### config.mk
export PLATFORM = sky130hd
export DESIGN_NAME = store_commit_ctrl
export DESIGN_NICKNAME = d
export VERILOG_FILES = /design/src/rtl/store_commit_ctrl.sv
export SDC_FILE = /design/constraint.sdc
export NUM_CORES = 1
export LEC_CHECK = 0
export CAP_MARGIN = 20
export CORE_UTILIZATION = 34
export DETAILED_ROUTE_END_ITERATION = 8
export PLACE_DENSITY = 0.49
export SLEW_MARGIN = 20
export SYNTH_ARGS = -nofsm -noshare
export SYNTH_HDL_FRONTEND = slang
export SYNTH_SLANG_ARGS = --single-unit
### constraint.sdc
create_clock -name clk_i -period 6.8 [get_ports clk_i]
set_input_delay 2.04 -clock clk_i [delete_from_list [all_inputs] [get_ports clk_i]]
set_output_delay 2.04 -clock clk_i [all_outputs]
set_load 0.03 [all_outputs]
### src/rtl/store_commit_ctrl.sv
// store_commit_ctrl: orders store/AMO/fence commits against store buffer drain status
package config_pkg;
  typedef struct packed {
    logic RVA;
  } cva6_cfg_t;
  localparam cva6_cfg_t cva6_cfg_empty = '{RVA: 1'b0};
endpackage

module store_commit_ctrl #(
  parameter config_pkg::cva6_cfg_t CVA6Cfg = config_pkg::cva6_cfg_empty,
  parameter int unsigned DrainTimeout = 1024
) (
  input  logic        clk_i,
  input  logic        rst_ni,
  input  logic        flush_i,
  input  logic        commit_st_valid_i,
  input  logic        commit_amo_valid_i,
  input  logic        fence_i,
  input  logic        commit_ready_i,
  input  logic        no_st_pending_i,
  input  logic        store_buffer_empty_i,
  input  logic        amo_ack_i,
  output logic        commit_o,
  output logic        amo_valid_commit_o,
  output logic        stall_st_pending_o,
  output logic        commit_ack_o,
  output logic        fence_done_o,
  output logic        timeout_o,
  output logic [15:0] stall_cnt_o,
  input  logic        clear_stats_i
);
  typedef enum logic [1:0] {IDLE, AMO_DRAIN, AMO_WAIT, FENCE_DRAIN} state_e;
  state_e      r_state, w_state_next;
  logic [31:0] r_wd;
  logic [15:0] r_stall_cnt;
  logic        r_timeout;
  logic        w_amo_req, w_wd_hit;
  assign w_amo_req = commit_amo_valid_i & CVA6Cfg.RVA;
  always_ff @(posedge clk_i or negedge rst_ni)
    if (!rst_ni) r_state <= IDLE;
    else         r_state <= w_state_next;
  // strobes are gated by rst_ni so nothing leaks out while reset is held
  always_comb begin
    w_state_next       = r_state;
    commit_o           = 1'b0;
    amo_valid_commit_o = 1'b0;
    fence_done_o       = 1'b0;
    commit_ack_o       = 1'b0;
    case (r_state)
      IDLE:
        if (w_amo_req) w_state_next = AMO_DRAIN;
        else if (fence_i) w_state_next = FENCE_DRAIN;
        else if (commit_st_valid_i && commit_ready_i && rst_ni) begin
          commit_o     = 1'b1;
          commit_ack_o = 1'b1;
        end
      AMO_DRAIN:
        if (flush_i) w_state_next = IDLE;
        else if (no_st_pending_i) begin
          amo_valid_commit_o = CVA6Cfg.RVA;
          w_state_next       = AMO_WAIT;
        end
      AMO_WAIT:
        if (amo_ack_i) begin
          commit_ack_o = 1'b1;
          w_state_next = IDLE;
        end
      FENCE_DRAIN:
        if (flush_i) w_state_next = IDLE;
        else if (store_buffer_empty_i) begin
          fence_done_o = 1'b1;
          commit_ack_o = 1'b1;
          w_state_next = IDLE;
        end
      default: w_state_next = IDLE;
    endcase
  end
  assign w_wd_hit = (DrainTimeout != 0) && (r_state != IDLE) && (w_state_next == r_state)
                    && (r_wd + 32'd1 == DrainTimeout);
  always_ff @(posedge clk_i or negedge rst_ni)
    if (!rst_ni) begin
      r_wd        <= '0;
      r_timeout   <= 1'b0;
      r_stall_cnt <= '0;
    end else begin
      r_wd        <= (w_state_next != r_state || r_state == IDLE) ? '0 : r_wd + 32'd1;
      r_timeout   <= flush_i ? 1'b0 : (r_timeout | w_wd_hit);
      r_stall_cnt <= clear_stats_i ? '0 :
                     (commit_st_valid_i && !commit_o && r_stall_cnt != '1) ? r_stall_cnt + 16'd1 :
                     r_stall_cnt;
    end
  assign stall_st_pending_o = (r_state != IDLE);
  assign timeout_o          = r_timeout;
  assign stall_cnt_o        = r_stall_cnt;
endmodule

== Yosys cells after proc, flatten, opt, wreduce, memory -nomap -nowiden ==
Cells that the tools add are included.

* Input bits: 11
* Register bits: 51
* Output and inout port bits: 22

* Equality and inequality tests: 7
* Mux-type cells: 19
* Add/sub/neg operators: 2
* Reduce and logical (&&, ||, !) cells: 11
* Bitwise operators: 1

{| class="wikitable"
|+ Operators with widths
! operator !! count
|-
| adder 32 x 1 -> 32 bit (second input constant) || 1
|-
| equality test 32 x 11 -> 1 bit (second input constant) || 1
|-
| 2-to-1 mux 16 bit || 2
|-
| 2-to-1 mux 32 bit || 1
|-
| adder 16 x 1 -> 16 bit (second input constant) || 1
|-
| inequality test 16 bit (second input constant) || 1
|-
| 2-to-1 mux 2 bit || 6
|-
| 2-to-1 mux 1 bit || 8
|-
| case mux 2 bit (4 select lines) || 1
|-
| logical AND 1 bit || 6
|-
| equality test 2 bit (second input constant) || 2
|-
| nonzero test 2 bit || 2
|-
| case mux 1 bit (3 select lines) || 1
|-
| equality test 2 x 1 -> 1 bit (second input constant) || 1
|-
| equality test 2 bit || 1
|-
| zero test 2 bit || 1
|-
| inequality test 2 bit || 1
|-
| zero test 1 bit || 1
|-
| logical OR 1 bit || 1
|-
| OR 1 bit || 1
|}

== Longest topological paths before layout ==
Gate-level depths: netlist of run 1.

* Word-level depth: 10
* Gate-level depth with buffers: 9
* Gate-level depth less buffers: 8

== Worst setup path before layout of run 1 ==
OpenSTA, ideal clock, no wires.

* Path type: input port to output port
* From: input fence_i
* To: output commit_ack_o
* Arrival: 3.300 ns
* Setup slack: 1.460 ns
* Data required time: 4.760 ns
* Stages: 3
* Buffers on the path: 0
* Cell sequence: or3_1 nor2_1 a311o_1

* Cells in the longest elaborated chain, start to end: 2

{| class="wikitable"
|+ RTL lines
! element !! line !! source
|-
| start, declared || 18 || <nowiki>input logic fence_i,</nowiki>
|-
| 2-to-1 mux 1 bit || 52 || <nowiki>else if (fence_i) w_state_next = FENCE_DRAIN;</nowiki>
|-
| case mux 1 bit (3 select lines) || 49 || <nowiki>case (r_state)</nowiki>
|-
| end, declared || 26 || <nowiki>output logic commit_ack_o,</nowiki>
|}

Every way passes these cells.

== Worst setup path in the final report of run 1 ==
* From: input commit_ready_i
* To: output commit_ack_o

* Cells in the longest elaborated chain, start to end: 5

{| class="wikitable"
|+ RTL lines
! element !! line !! source
|-
| start, declared || 19 || <nowiki>input logic commit_ready_i,</nowiki>
|-
| logical AND 1 bit (2 in a row) || 53 || <nowiki>else if (commit_st_valid_i && commit_ready_i && rst_ni) begin</nowiki>
|-
| 2-to-1 mux 1 bit || 53 ||
|-
| 2-to-1 mux 1 bit || 52 ||
|-
| case mux 1 bit (3 select lines) || 49 ||
|}

Every way passes these cells.

==> results of run 1 <==
==> routing by layer <==
metal	GRT usage (%)	vias up	wire length (um)
li1	-	1261	-
met1	23.1	1211	3700
met2	22.6	40	2970
met3	2.79	4	235
met4	3.79	0	53
met5	0	-	0
==> registers in the layout, summed over array words and instances (netlist names) <==
signal and flops:
r_state 2, r_wd 32, stall_cnt_o 16, timeout_o 1
==> worst max-delay path: cells and delay by family <==
| family | cells | cell delay [ps] |
|---|---|---|
| AND/OR/NAND/NOR | 3 | 560 |
| buffers and inverters | 2 | 1110 |
| AO/OA/AOI/OAI | 1 | 130 |
==> area by class of cell <==
| class | count | area share (%) |
|---|---|---|
| inverter | 9 | 0.948 |
| tap | 108 | 3.79 |
| timing repair buffer | 32 | 8.70 |
| sequential | 51 | 35.8 |
| clock inverter | 1 | 0.140 |
| multi-input combinational | 270 | 48.5 |
| clock buffer | 7 | 2.14 |
==> worst paths after layout <==
check | end | slack, ps
max | commit_ack_o | 920
min | stall_cnt_o[12]$_DFFE_PN0P_ | 570
max reg2reg | timeout_o$_DFF_PN0_ | 4120
min reg2reg | stall_cnt_o[12]$_DFFE_PN0P_ | 570
max in group asynchronous | r_wd[4]$_DFF_PN0_ | 4430
min in group asynchronous | stall_cnt_o[8]$_DFFE_PN0P_ | 1930
==> per-stage QoR <==
step | hold WS (ps) | instances | cell area (um2)
floorplan | 512 | 351 | 3150
global placement | 540 | 470 | 3480
detailed placement | 552 | 470 | 3480
CTS | 577 | 478 | 3560
global route | 606 | 478 | 3560
finish | 573 | 478 | 3560
==> where the power goes <==
group	internal (W)	leakage (nW)	switching [W]
Clock	0.0000725	0.0422	0.0000968
Combinational	0.0000450	0.638	0.0000837
Sequential	0.000315	0.707	0.0000220
==> cell families (layout without fill, tap and decap cells) <==
group                      Yosys count  in the layout  synth area share, %
muxes                                1              1                0.318
AOI/OAI and AO/OA                   37             37                 8.43
DFF                                 51             51                 40.6
other                                1              1                0.119
and+or+nand+nor                    184            184                 32.5
buffers and inverters               30             49                 4.73
xor gates and xnor gates            45             45                 12.5
adders and majority gates            2              2                0.795
==> cell usage after synthesis, types with 2 or more instances <==
master,n
nor2_1,60
dfrtp_1,51
nand2_1,27
xor2_1,23
xnor2_1,22
nand3_1,18
nand4_1,17
a21oi_1,9
inv_1,9
and3_1,8
buf_2,8
nor3_1,8
and4_1,7
clkbuf_1,7
nor4_1,6
o21ai_0,6
or3_1,6
and2_1,4
a211oi_1,3
nor2b_1,3
nor4_4,3
o22ai_1,3
a22oi_1,2
a311o_1,2
a31oi_1,2
and3_2,2
clkbuf_2,2
clkbuf_8,2
ha_1,2
nand3_4,2
==> qor.yml, run 1 <==
drive_gt1_share_pct: 7.30
antenna_found_initial: 0
synthesis.nets: 364
routed_via_density: 5.26
cts_tree: "built"
yosys.area.top_type: "dfrtp_1"
io_buffers: 30
power.ir.vdd_worst_uv: 129
grt_pass1_wl_um: 12000
worstSkewPairLatency_ps: 300
async_reset_ff_share_pct: 100
drtAntennaViolNets: 0
crit_start: "commit_ready_i"
cts_buffers: 5
synth-seq-cells: 51
cp.arrival_ps: 3840
slew_violations: 0
first_pass_iters: 4
synth_edf_count: 0
critPathSlowestCell: "clkdlybuf4s50_1"
dp_slack_ps: 918
core_um2: 8850
reg2reg_from: "r_wd[0]$_DFF_PN0_"
min_path_cells: 2
min_from: "stall_cnt_o[12]$_DFFE_PN0P_"
place_hpwl_um: 4930
netlist_area_um2: 3150
worstHoldPathType: "flop to flop"
dieWidth_um: 98.2
p_total_w: 0.000635
fillCellCount: 914
slowest_delay_ps: 660
status: "complete, no violations"
leakage_nw: 1.39
clock-sinks: 51
final_common_cell: "nor2_1"
gr-total-overflow: 0
root_buffer: "clkbuf_8"
ys_types: 57
crit_chain: "clkdlybuf4s50_1 -> nand2_1 -> or3_1 -> nor2_1 -> a311o_1 -> clkdlybuf4s50_1"
min_period_over_period_pct: 86.5
ios: 33
max_freq_mhz: 170
yosys_warnings: 0
area_delta_synth_final_pct: 13.3
setup_tns_ps: 0
die_y_um: 98.2
rsz0062_at_grt: "no"
startpoint_type: "primary input"
initial_utilization_pct: 35.6
rows: 34
yosys_most_used_dff: "dfrtp_1"
path_clk_slew_ps: 90
cts_resized: 0
synth_area_leaders: "dfrtp_1 41%, nor2_1 7.2%, xor2_1 6.4%, xnor2_1 6.1%, nand4_1 3.4%"
cp_max_fo: 3
worst_slack_ps: 916
criticalPathCategory: "primary input to primary output"
fin_crit_ps: 5880
grt_max_degree: 52
diodes: 0
grt_pass1_vias: 2407
skew_ps: 3.55
gp_congestion: 0.785
grt_usage_pct: 15.4
finalHoldViolCount: 0
power_density_nw_per_um2: 178
ys_seq_area_share_pct: 40.6
seq_area_um2: 1280
end_kind: "primary output"
drt-initial-drc-count: 116
wire_per_inst_um: 14.6
finalWirelength_um: 6960
route.detailed.drc: 0
synth_cells: 351
clock_path_buffers: 2
relSlewSlack_pct: 46.2
nNetsFinal: 382
cp.required_ps: 4760
vias: 2516
multi_input_area_um2: 1730
avgSynthCellArea_um2: 8.97
post_cts_buffers: 0
setup_viol: 0
reg2regPathDepth: 8
finalCoreUtilization_pct: 40.3
synth_top_area_share_pct: 40.6
maxCapViolations: 0
dieArea_um2: 9640
critical_path.most_common_cell: "clkdlybuf4s50_1"
worst_pin_slew_ps: 800
htreeDepth: 2
final_cell_mix: "60 x nor2_1, 51 x dfrtp_1, 29 x clkdlybuf4s50_1, 27 x nand2_1, 23 x xor2_1"
cts-hold-fix-buffers: 0
Power figures use the tool's default switching activity.
==> run 2, diff against run 1 <==
--- a/config.mk
+++ b/config.mk
@@ -7,8 +7,10 @@
 export LEC_CHECK = 0
 export CAP_MARGIN = 20
 export CORE_UTILIZATION = 34
+export CTS_CLUSTER_SIZE = 28
 export DETAILED_ROUTE_END_ITERATION = 8
 export PLACE_DENSITY = 0.49
+export SKIP_LAST_GASP = 1
 export SLEW_MARGIN = 20
 export SYNTH_ARGS = -nofsm -noshare
 export SYNTH_HDL_FRONTEND = slang
==> results of run 2 <==
Final layout, timing and power as in run 1 (identical DEF).
